$ cat config.mk
export PLATFORM = sky130hd
export DESIGN_NAME = oc8051_pt_loader_flat
export DESIGN_NICKNAME = d
export VERILOG_FILES = /design/src/rtl/oc8051_pt_loader_if.sv /design/src/rtl/oc8051_pt_loader.sv /design/src/flat_wrapper.sv
export SDC_FILE = /design/constraint.sdc
export NUM_CORES = 1
export LEC_CHECK = 0
export ABC_AREA = 1
export CAP_MARGIN = 5
export CORE_MARGIN = 2
export CORE_UTILIZATION = 50
export DETAILED_ROUTE_END_ITERATION = 10
export GPL_ROUTABILITY_DRIVEN = 0
export PLACE_DENSITY = 0.77
export SYNTH_ARGS = -nofsm -noshare
export SYNTH_HDL_FRONTEND = slang
export SYNTH_SLANG_ARGS = --single-unit
$ cat constraint.sdc
create_clock -name clk -period 5.7 [get_ports clk]
set_input_delay 0.855 -clock clk [delete_from_list [all_inputs] [get_ports clk]]
set_output_delay 0.855 -clock clk [all_outputs]
set_load 0.02 [all_outputs]
$ cat src/rtl/oc8051_pt_loader_if.sv
//==============================================================================
// oc8051_pt_loader_if : privileged XRAM stb/ack bus used by the page-table loader
// Revision 1.0
//==============================================================================
`default_nettype none

interface oc8051_pt_loader_if;
  logic [15:0] xram_addr;
  logic [7:0]  xram_data_out;
  logic [7:0]  xram_data_in;
  logic        xram_wr;
  logic        xram_stb;
  logic        xram_ack;
  logic        priv_lvl;
  logic [2:0]  accesser;

  modport master (
    output xram_addr, xram_data_out, xram_wr, xram_stb, priv_lvl, accesser,
    input  xram_data_in, xram_ack
  );

  modport slave (
    input  xram_addr, xram_data_out, xram_wr, xram_stb, priv_lvl, accesser,
    output xram_data_in, xram_ack
  );
endinterface

`default_nettype wire

$ cat src/rtl/oc8051_pt_loader.sv
//==============================================================================
// oc8051_pt_loader : secure-boot copier of a 64-byte policy image into the page table
// Option macro OC8051_PT_LOADER_VERIFY_EN adds a readback compare of every write.
// Revision 1.0
//==============================================================================
`default_nettype none

module oc8051_pt_loader #(
  parameter logic [15:0] PT_BASE     = 16'hFF80,
  parameter int          IMG_BYTES   = 64,
  parameter int          ACK_TIMEOUT = 15,
  parameter bit          LOCK        = 1'b1
) (
  input  wire logic              clk,
  input  wire logic              rst,
  input  wire logic              start,
  input  wire logic [15:0]       src_base,
  oc8051_pt_loader_if.master     bus,
  output logic                   busy,
  output logic                   done,
  output logic                   error,
  output logic [1:0]             err_code,
  output logic [15:0]            err_addr
);

  localparam logic [5:0]  c_LAST_IDX  = 6'(IMG_BYTES - 1);
  localparam logic [16:0] c_SPAN      = 17'(IMG_BYTES - 1);
  localparam logic [3:0]  c_WAIT_LAST = 4'(ACK_TIMEOUT - 1);

  typedef enum logic [2:0] {
    S_IDLE   = 3'd0,
    S_CHECK  = 3'd1,
    S_RD_SRC = 3'd2,
    S_WR_PT  = 3'd3,
`ifdef OC8051_PT_LOADER_VERIFY_EN
    S_RB_PT  = 3'd4,
`endif
    S_DONE   = 3'd5,
    S_ERR    = 3'd6
  } state_t;

  state_t      r_state;
  logic [5:0]  r_idx;
  logic [7:0]  r_byte;
  logic [15:0] r_src;
  logic [3:0]  r_wcnt;
  logic        r_fin;

  logic [16:0] w_end;
  logic        w_bad;
  logic        w_bus_state;

  // Last source byte computed in 17 bits so a carry flags wrap-around.
  assign w_end = {1'b0, r_src} + c_SPAN;
  assign w_bad = w_end[16] || (w_end[15:0] >= PT_BASE);

`ifdef OC8051_PT_LOADER_VERIFY_EN
  assign w_bus_state = (r_state == S_RD_SRC) || (r_state == S_WR_PT) || (r_state == S_RB_PT);
`else
  assign w_bus_state = (r_state == S_RD_SRC) || (r_state == S_WR_PT);
`endif

  assign bus.priv_lvl = bus.xram_stb;
  assign bus.accesser = 3'b001;

  always_ff @(posedge clk or negedge rst) begin
    if (!rst) begin
      r_state           <= S_IDLE;
      r_idx             <= 6'd0;
      r_byte            <= 8'd0;
      r_src             <= 16'd0;
      r_wcnt            <= 4'd0;
      r_fin             <= 1'b0;
      bus.xram_addr     <= 16'd0;
      bus.xram_data_out <= 8'd0;
      bus.xram_wr       <= 1'b0;
      bus.xram_stb      <= 1'b0;
      busy              <= 1'b0;
      done              <= 1'b0;
      error             <= 1'b0;
      err_code          <= 2'b00;
      err_addr          <= 16'd0;
    end else begin
      case (r_state)
        S_IDLE: begin
          if (start && !(LOCK && done)) begin
            r_src   <= src_base;
            done    <= 1'b0;
            error   <= 1'b0;
            busy    <= 1'b1;
            r_state <= S_CHECK;
          end
        end

        S_CHECK: begin
          if (w_bad) begin
            error    <= 1'b1;
            busy     <= 1'b0;
            err_code <= 2'b11;
            err_addr <= r_src;
            r_state  <= S_ERR;
          end else begin
            r_idx         <= 6'd0;
            r_fin         <= 1'b0;
            r_wcnt        <= 4'd0;
            bus.xram_addr <= r_src;
            bus.xram_wr   <= 1'b0;
            bus.xram_stb  <= 1'b1;
            r_state       <= S_RD_SRC;
          end
        end

        S_DONE, S_ERR: r_state <= S_IDLE;

        default: begin
          if (!w_bus_state) begin
            r_state <= S_IDLE;
          end else if (!bus.xram_stb) begin
            // One idle bus cycle after every ack; the last one hands over to DONE.
            if (r_fin) begin
              r_fin   <= 1'b0;
              done    <= 1'b1;
              busy    <= 1'b0;
              r_state <= S_DONE;
            end else begin
              bus.xram_stb <= 1'b1;
              r_wcnt       <= 4'd0;
            end
          end else if (bus.xram_ack) begin
            bus.xram_stb <= 1'b0;
            if (r_state == S_RD_SRC) begin
              r_byte            <= bus.xram_data_in;
              bus.xram_data_out <= bus.xram_data_in;
              bus.xram_addr     <= PT_BASE + {10'd0, r_idx};
              bus.xram_wr       <= 1'b1;
              r_state           <= S_WR_PT;
`ifdef OC8051_PT_LOADER_VERIFY_EN
            end else if (r_state == S_WR_PT) begin
              bus.xram_wr <= 1'b0;
              r_state     <= S_RB_PT;
            end else if (bus.xram_data_in != r_byte) begin
              error    <= 1'b1;
              busy     <= 1'b0;
              err_code <= 2'b10;
              err_addr <= bus.xram_addr;
              r_state  <= S_ERR;
`endif
            end else if (r_idx == c_LAST_IDX) begin
              r_fin <= 1'b1;
            end else begin
              r_idx         <= r_idx + 6'd1;
              bus.xram_addr <= r_src + {10'd0, r_idx + 6'd1};
              bus.xram_wr   <= 1'b0;
              r_state       <= S_RD_SRC;
            end
          end else if (r_wcnt == c_WAIT_LAST) begin
            bus.xram_stb <= 1'b0;
            error        <= 1'b1;
            busy         <= 1'b0;
            err_code     <= 2'b01;
            err_addr     <= bus.xram_addr;
            r_state      <= S_ERR;
          end else begin
            r_wcnt <= r_wcnt + 4'd1;
          end
        end
      endcase
    end
  end

endmodule

`default_nettype wire

$ cat src/flat_wrapper.sv
// flat-port wrapper written by rule: the top's interface ports become plain ports
module oc8051_pt_loader_flat 
#(
  parameter logic [15:0] PT_BASE     = 16'hFF80,
  parameter int          IMG_BYTES   = 64,
  parameter int          ACK_TIMEOUT = 15,
  parameter bit          LOCK        = 1'b1
)
  (clk, rst, start, src_base, busy, done, error, err_code, err_addr, bus_xram_addr, bus_xram_data_out, bus_xram_wr, bus_xram_stb, bus_priv_lvl, bus_accesser, bus_xram_data_in, bus_xram_ack);
  oc8051_pt_loader_if bus_i ();
  input  wire logic clk;
  input  wire logic rst;
  input  wire logic start;
  input  wire logic [15:0] src_base;
  output logic busy;
  output logic done;
  output logic error;
  output logic [1:0] err_code;
  output logic [15:0] err_addr;
  output wire logic [$bits(bus_i.xram_addr)-1:0] bus_xram_addr;
  output wire logic [$bits(bus_i.xram_data_out)-1:0] bus_xram_data_out;
  output wire logic [$bits(bus_i.xram_wr)-1:0] bus_xram_wr;
  output wire logic [$bits(bus_i.xram_stb)-1:0] bus_xram_stb;
  output wire logic [$bits(bus_i.priv_lvl)-1:0] bus_priv_lvl;
  output wire logic [$bits(bus_i.accesser)-1:0] bus_accesser;
  input wire logic [$bits(bus_i.xram_data_in)-1:0] bus_xram_data_in;
  input wire logic [$bits(bus_i.xram_ack)-1:0] bus_xram_ack;
  assign bus_xram_addr = bus_i.xram_addr;
  assign bus_xram_data_out = bus_i.xram_data_out;
  assign bus_xram_wr = bus_i.xram_wr;
  assign bus_xram_stb = bus_i.xram_stb;
  assign bus_priv_lvl = bus_i.priv_lvl;
  assign bus_accesser = bus_i.accesser;
  assign bus_i.xram_data_in = bus_xram_data_in;
  assign bus_i.xram_ack = bus_xram_ack;
  oc8051_pt_loader #(.PT_BASE(PT_BASE), .IMG_BYTES(IMG_BYTES), .ACK_TIMEOUT(ACK_TIMEOUT), .LOCK(LOCK)) u_core (.clk(clk), .rst(rst), .start(start), .src_base(src_base), .bus(bus_i), .busy(busy), .done(done), .error(error), .err_code(err_code), .err_addr(err_addr));
endmodule
# Word-level counts from Yosys, hierarchy flattened
# Index checks and enable logic that the tools add are counted.
[word_totals] in_bits=28 word_cells=164 register_bits=77 out_inout_bits=51
[classes] n_reduce_logical=31 n_mux=82 n_eq_ne=27 addsub=5 bitwise=4 order_cmp=1
[ops] cell="$mux 16" count=11
[ops] cell="$pmux 16 s2" count=2
[ops] cell="$mux 6" count=6
[ops] cell="$mux 1" count=33
[ops] cell="$mux 3" count=9
[ops] cell="$mux 4" count=6
[ops] cell="$reduce_and 6->1" count=4
[ops] cell="$reduce_and 7->1" count=3
[ops] cell="$add 16x6->17 const B" count=1
[ops] cell="$add 16x6->16" count=1
[ops] cell="$ge 16x16->1 const B" count=1
[ops] cell="$ne 3x3->1 const B" count=5
[ops] cell="$pmux 6 s2" count=1
[ops] cell="$reduce_bool 2->1" count=6
[ops] cell="$mux 2" count=5
[ops] cell="$reduce_and 5->1" count=2
[ops] cell="$add 8x7->9 const A" count=1
[ops] cell="$pmux 3 s3" count=1
[ops] cell="$reduce_bool 3->1" count=3
[ops] cell="$ne 2x2->1 const B" count=4
[ops] cell="$ne 4x4->1 const B" count=2
[ops] cell="$ne 8x8->1 const B" count=1
[ops] cell="$pmux 1 s2" count=4
[ops] cell="$pmux 4 s2" count=1
[ops] cell="other kinds (26)" count=37

# Longest topological paths before layout
[depth] depth_word=8 depth_mapped=17 ltp_nobuf=17

# Worst setup path before layout
# Ideal clock, no wire load.
[synth_path] path_type="reg2reg" from="register u_core.r_idx[2]" to="register u_core.bus.xram_addr[13]" path_buffers=0 period_less_slack_ps=2295 setup_ps=121 t_arrival_ps=2174 setup_slack_ps=3405 stages_incl_launch_ff=13 path_cell_list="dfrtp_1 -> nand3_1 -> nor3_1 -> xor2_1 -> inv_1 -> ha_1 -> nand2_1 -> o221ai_1 -> nand2_1 -> o21ai_0 -> nand3_1 -> nand2_1 -> o21ai_1"
[synth_between] elab_chain_len=8
[synth_rtl] element="start: declaration" line="oc8051_pt_loader.sv:43" text="logic [5:0] r_idx;"
[synth_rtl] element="start signal: assignment" line="oc8051_pt_loader.sv:151" text="r_idx <= r_idx + 6'd1;"
[synth_rtl] element="$add 6x1->6" line="oc8051_pt_loader.sv:152" text="bus.xram_addr <= r_src + {10'd0, r_idx + 6'd1};"
[synth_rtl] element="$add 16x6->16" line="oc8051_pt_loader.sv:152"
[synth_rtl] element="$mux 16" line="oc8051_pt_loader.sv:148" text="end else if (r_idx == c_LAST_IDX) begin"
[synth_rtl] element="$mux 16" line="oc8051_pt_loader.sv:131" text="if (r_state == S_RD_SRC) begin"
[synth_rtl] element="$mux 16" line="oc8051_pt_loader.sv:129" text="end else if (bus.xram_ack) begin"
[synth_rtl] element="$mux 16" line="oc8051_pt_loader.sv:118" text="end else if (!bus.xram_stb) begin"
[synth_rtl] element="$mux 16" line="oc8051_pt_loader.sv:116" text="if (!w_bus_state) begin"
[synth_rtl] element="$pmux 16 s2" line="oc8051_pt_loader.sv:84" text="case (r_state)"
[synth_rtl] element="end signal: assignment" line="oc8051_pt_loader.sv:106" text="bus.xram_addr <= r_src;"
[synth_rtl] element="end signal: assignment" line="oc8051_pt_loader.sv:134" text="bus.xram_addr <= PT_BASE + {10'd0, r_idx};"
[synth_rtl] element="end signal: assignment" line="oc8051_pt_loader.sv:152"
[synth_rtl] element="end: declaration" line="oc8051_pt_loader_if.sv:18" text="output xram_addr, xram_data_out, xram_wr, xram_stb, priv_lvl, accesser,"
# Several ways; a longest one is shown, not always the timed one. The select of a mux whose other input is x is not followed.
# A chain may end at the register's enable or synchronous reset.

# Final worst setup path
[layout_path] from="register u_core.r_idx[0]" to="register u_core.bus.xram_addr[13]"
# Same word-level chain as after synthesis.

==> impl_metrics.env <==
export IMPL_status="complete, no violations"
export IMPL_fp_dieH_um=97.7
export IMPL_whs_ps=467
export IMPL_tightest_slew_ps=1170
export IMPL_fmax_ghz=0.357
export IMPL_start_util_pct=50.9
export IMPL_ys_seq_area_share_pct=43.8
export IMPL_clock_sinks=77
export IMPL_synth_edf_count=0
export IMPL_place_area_mm2=0.00514
export IMPL_min_delay_start="u_core.err_code[0]$_DFFE_PN0P_"
export IMPL_ys_warn_count=0
export IMPL_numPortBuffers=75
export IMPL_via_per_inst=5.39
export IMPL_antenna_found_initial=0
export IMPL_synth_area_leaders="dfrtp_1, nand2_1, nand3_1, nor2_1, o21ai_0"
export IMPL_min_path_cells=2
export IMPL_leakage_nw=2.56
export IMPL_crit_required_ps=5930
export IMPL_rsz0062_at_grt="no"
export IMPL_grt_usage_pct=22.3
export IMPL_numCtsBuffers=9
export IMPL_synthesis_instances=548
export IMPL_cts_root_buf="clkbuf_8"
export IMPL_nFillCells=752
export IMPL_hold_end="u_core.err_code[0]$_DFFE_PN0P_"
export IMPL_first_iter_violations=264
export IMPL_finalHoldViolations=0
export IMPL_rr_worst_depth=12
export IMPL_max_cap_viol_count=0
export IMPL_ys_seq_elements=77
export IMPL_grt_max_degree=78
export IMPL_final_cell_mix="nand2_1, dfrtp_1, clkdlybuf4s50_1"
export IMPL_fp_row_count=34
export IMPL_hpwl_um=7440
export IMPL_fin_crit_ps=2800
export IMPL_hp_class="reg -> reg"
export IMPL_drive_above_1_share_pct=11.5
export IMPL_via_count=3923
export IMPL_fp_dieW_um=97.7
export IMPL_drt_first_pass_iters=5
export IMPL_final_common_cell="nand2_1"
export IMPL_synthFlopType="dfrtp_1"
export IMPL_wire_per_inst_um=14.1
export IMPL_async_flop_share_pct=100
export IMPL_ys_types=47
export IMPL_fin_cells=728
export IMPL_r2r_end="u_core.bus.xram_addr[13]$_DFFE_PN0P_"
export IMPL_slew_headroom_pct=21.8
export IMPL_ios=79
export IMPL_clock_latency_ps=360
export IMPL_htree_levels=3
export IMPL_cts_resized=0
export IMPL_ant_nets=0
export IMPL_finalPower_mw=3.45
export IMPL_fin_util_pct=61.9
export IMPL_yosysTopAreaCell="dfrtp_1"
export IMPL_synth_top_area_share_pct=43.8
export IMPL_timing_final_ws_setup_ps=2900
export IMPL_cts_tree="done"
export IMPL_core_mm2=0.00864
export IMPL_slew_viol_final=0
export IMPL_grt_pass1_vias=3661
export IMPL_reg2reg_slack_ps=2900
export IMPL_grt_ovfl_total=0
export IMPL_area_growth_pct=21.7
export IMPL_arrival_ps=3030
export IMPL_grt_pass1_wl_um=17500
export IMPL_finalSetupViolCount=0
export IMPL_place_inst=712
export IMPL_fin_crit_sh_pct=49.2
export IMPL_die_area_mm2=0.00955
export IMPL_fin_setup_tns_ps=0
export IMPL_cp_max_fo=6
export IMPL_cts_clk_slew_worst_paths_ps=90
export IMPL_vdd_drop_max_v=0.000206
export IMPL_fin_nets=653
export IMPL_avgSynthCellArea_um2=8.02
export IMPL_dp_slack_ps=2830
export IMPL_finClkSkew_ps=8.38
export IMPL_crit_type="reg -> reg"
export IMPL_netlist_area_mm2=0.00439
export IMPL_drt_total_wl_um=10200
export IMPL_postCtsHoldBufs=0
export IMPL_r2r_start="u_core.r_idx[0]$_DFFE_PN0P_"
export IMPL_cts_buffer_depth=2
export IMPL_worst_setup_path_end_kind="flip-flop"
export IMPL_antennaDiodeCount=0
export IMPL_startpoint_type="flip-flop"
export IMPL_cts_setup_buffers=0
export IMPL_cellPowerDensity_mw_per_mm2=646
export IMPL_route_detailed_drc=0
export IMPL_final_area_mm2=0.00535
-- metal layers --
layer	GRT usage (%)	share of wire [%]	vias up
met5	0	0	-
met4	6.09	1.0	0
met1	31.6	46	1841
met3	4.51	5.9	10
met2	35.2	47	138
li1	-	-	1934
-- cell usage after synthesis, types with 10 or more instances --
cell	n
nand2_2	10
nand4_1	11
o21ai_1	16
dfrtp_1	77
o21ai_2	15
a21oi_1	24
nor2_1	44
nand2_1	151
nand3_1	35
o21ai_0	33
inv_1	42
-- state kept, by name, indices dropped and copies added, names as in the netlist --
name and count:
u_core.bus.priv_lvl 1, u_core.bus.xram_addr 16, u_core.bus.xram_data_out 8, u_core.bus.xram_wr 1, u_core.busy 1, u_core.done 1, u_core.err_addr 16, u_core.err_code 2
u_core.error 1, u_core.r_fin 1, u_core.r_idx 6, u_core.r_src 16, u_core.r_state 3, u_core.r_wcnt 4
-- power by group --
group	internal (mW)	total, mW	switching (mW)	leakage [nW]
Combinational	0.804	2.01	1.21	1.53
Sequential	0.795	1.01	0.215	0.927
Clock	0.208	0.433	0.225	0.101
Total	1.81	3.45	1.65	2.56
-- layout make-up --
cell class | instances | area [um^2] | share of cell area [%]
Clock buffer | 9 | 124 | 2.32
Clock inverter | 7 | 81.3 | 1.52
Inverter | 46 | 175 | 3.28
Multi-Input combinational cell | 405 | 2150 | 40.2
Sequential cell | 77 | 1930 | 36.0
Tap cell | 108 | 135 | 2.53
Timing Repair Buffer | 76 | 756 | 14.1
-- kinds of logic (layout without fill, tap and decap cells) --
kind of cell	after synthesis	count (layout)	share of synthesized area (%)
compound gates	108	108	14.9
buf+inv	67	138	7.32
xor+xnor	8	8	1.59
simple gates	267	267	26.8
mux	9	9	2.31
other cells	2	3	0.171
fa+ha+maj	10	10	3.02
flops	77	77	43.8
-- worst max-delay path, stage by stage, from the launching register on --
cell,delay (ps)
dfrtp_1,460
nand3_1,170
nor3_1,210
xor2_1,170
inv_1,90
ha_1,360
nand2_1,90
o221ai_1,510
nand2_1,200
o21ai_0,190
nand3_1,90
nand2_1,80
o21ai_1,70
-- worst max path at each step --
| stage | start | endpoint | depth (start not counted) |
|---|---|---|---|
| 5_1_grt | u_core.r_idx[0]$_DFFE_PN0P_ | u_core.bus.xram_addr[13]$_DFFE_PN0P_ | 12 |
| 3_3_place_gp | start | u_core.r_src[0]$_DFFE_PN0P_ | 3 |
| 4_1_cts | u_core.r_idx[0]$_DFFE_PN0P_ | u_core.bus.xram_addr[13]$_DFFE_PN0P_ | 12 |
| 6_report | u_core.r_idx[0]$_DFFE_PN0P_ | u_core.bus.xram_addr[13]$_DFFE_PN0P_ | 12 |
| 2_1_floorplan | u_core.r_idx[2]$_DFFE_PN0P_ | u_core.bus.xram_addr[13]$_DFFE_PN0P_ | 12 |
| 3_5_place_dp | start | u_core.r_src[0]$_DFFE_PN0P_ | 3 |
No activity file was read; power rests on OpenSTA's default activity.
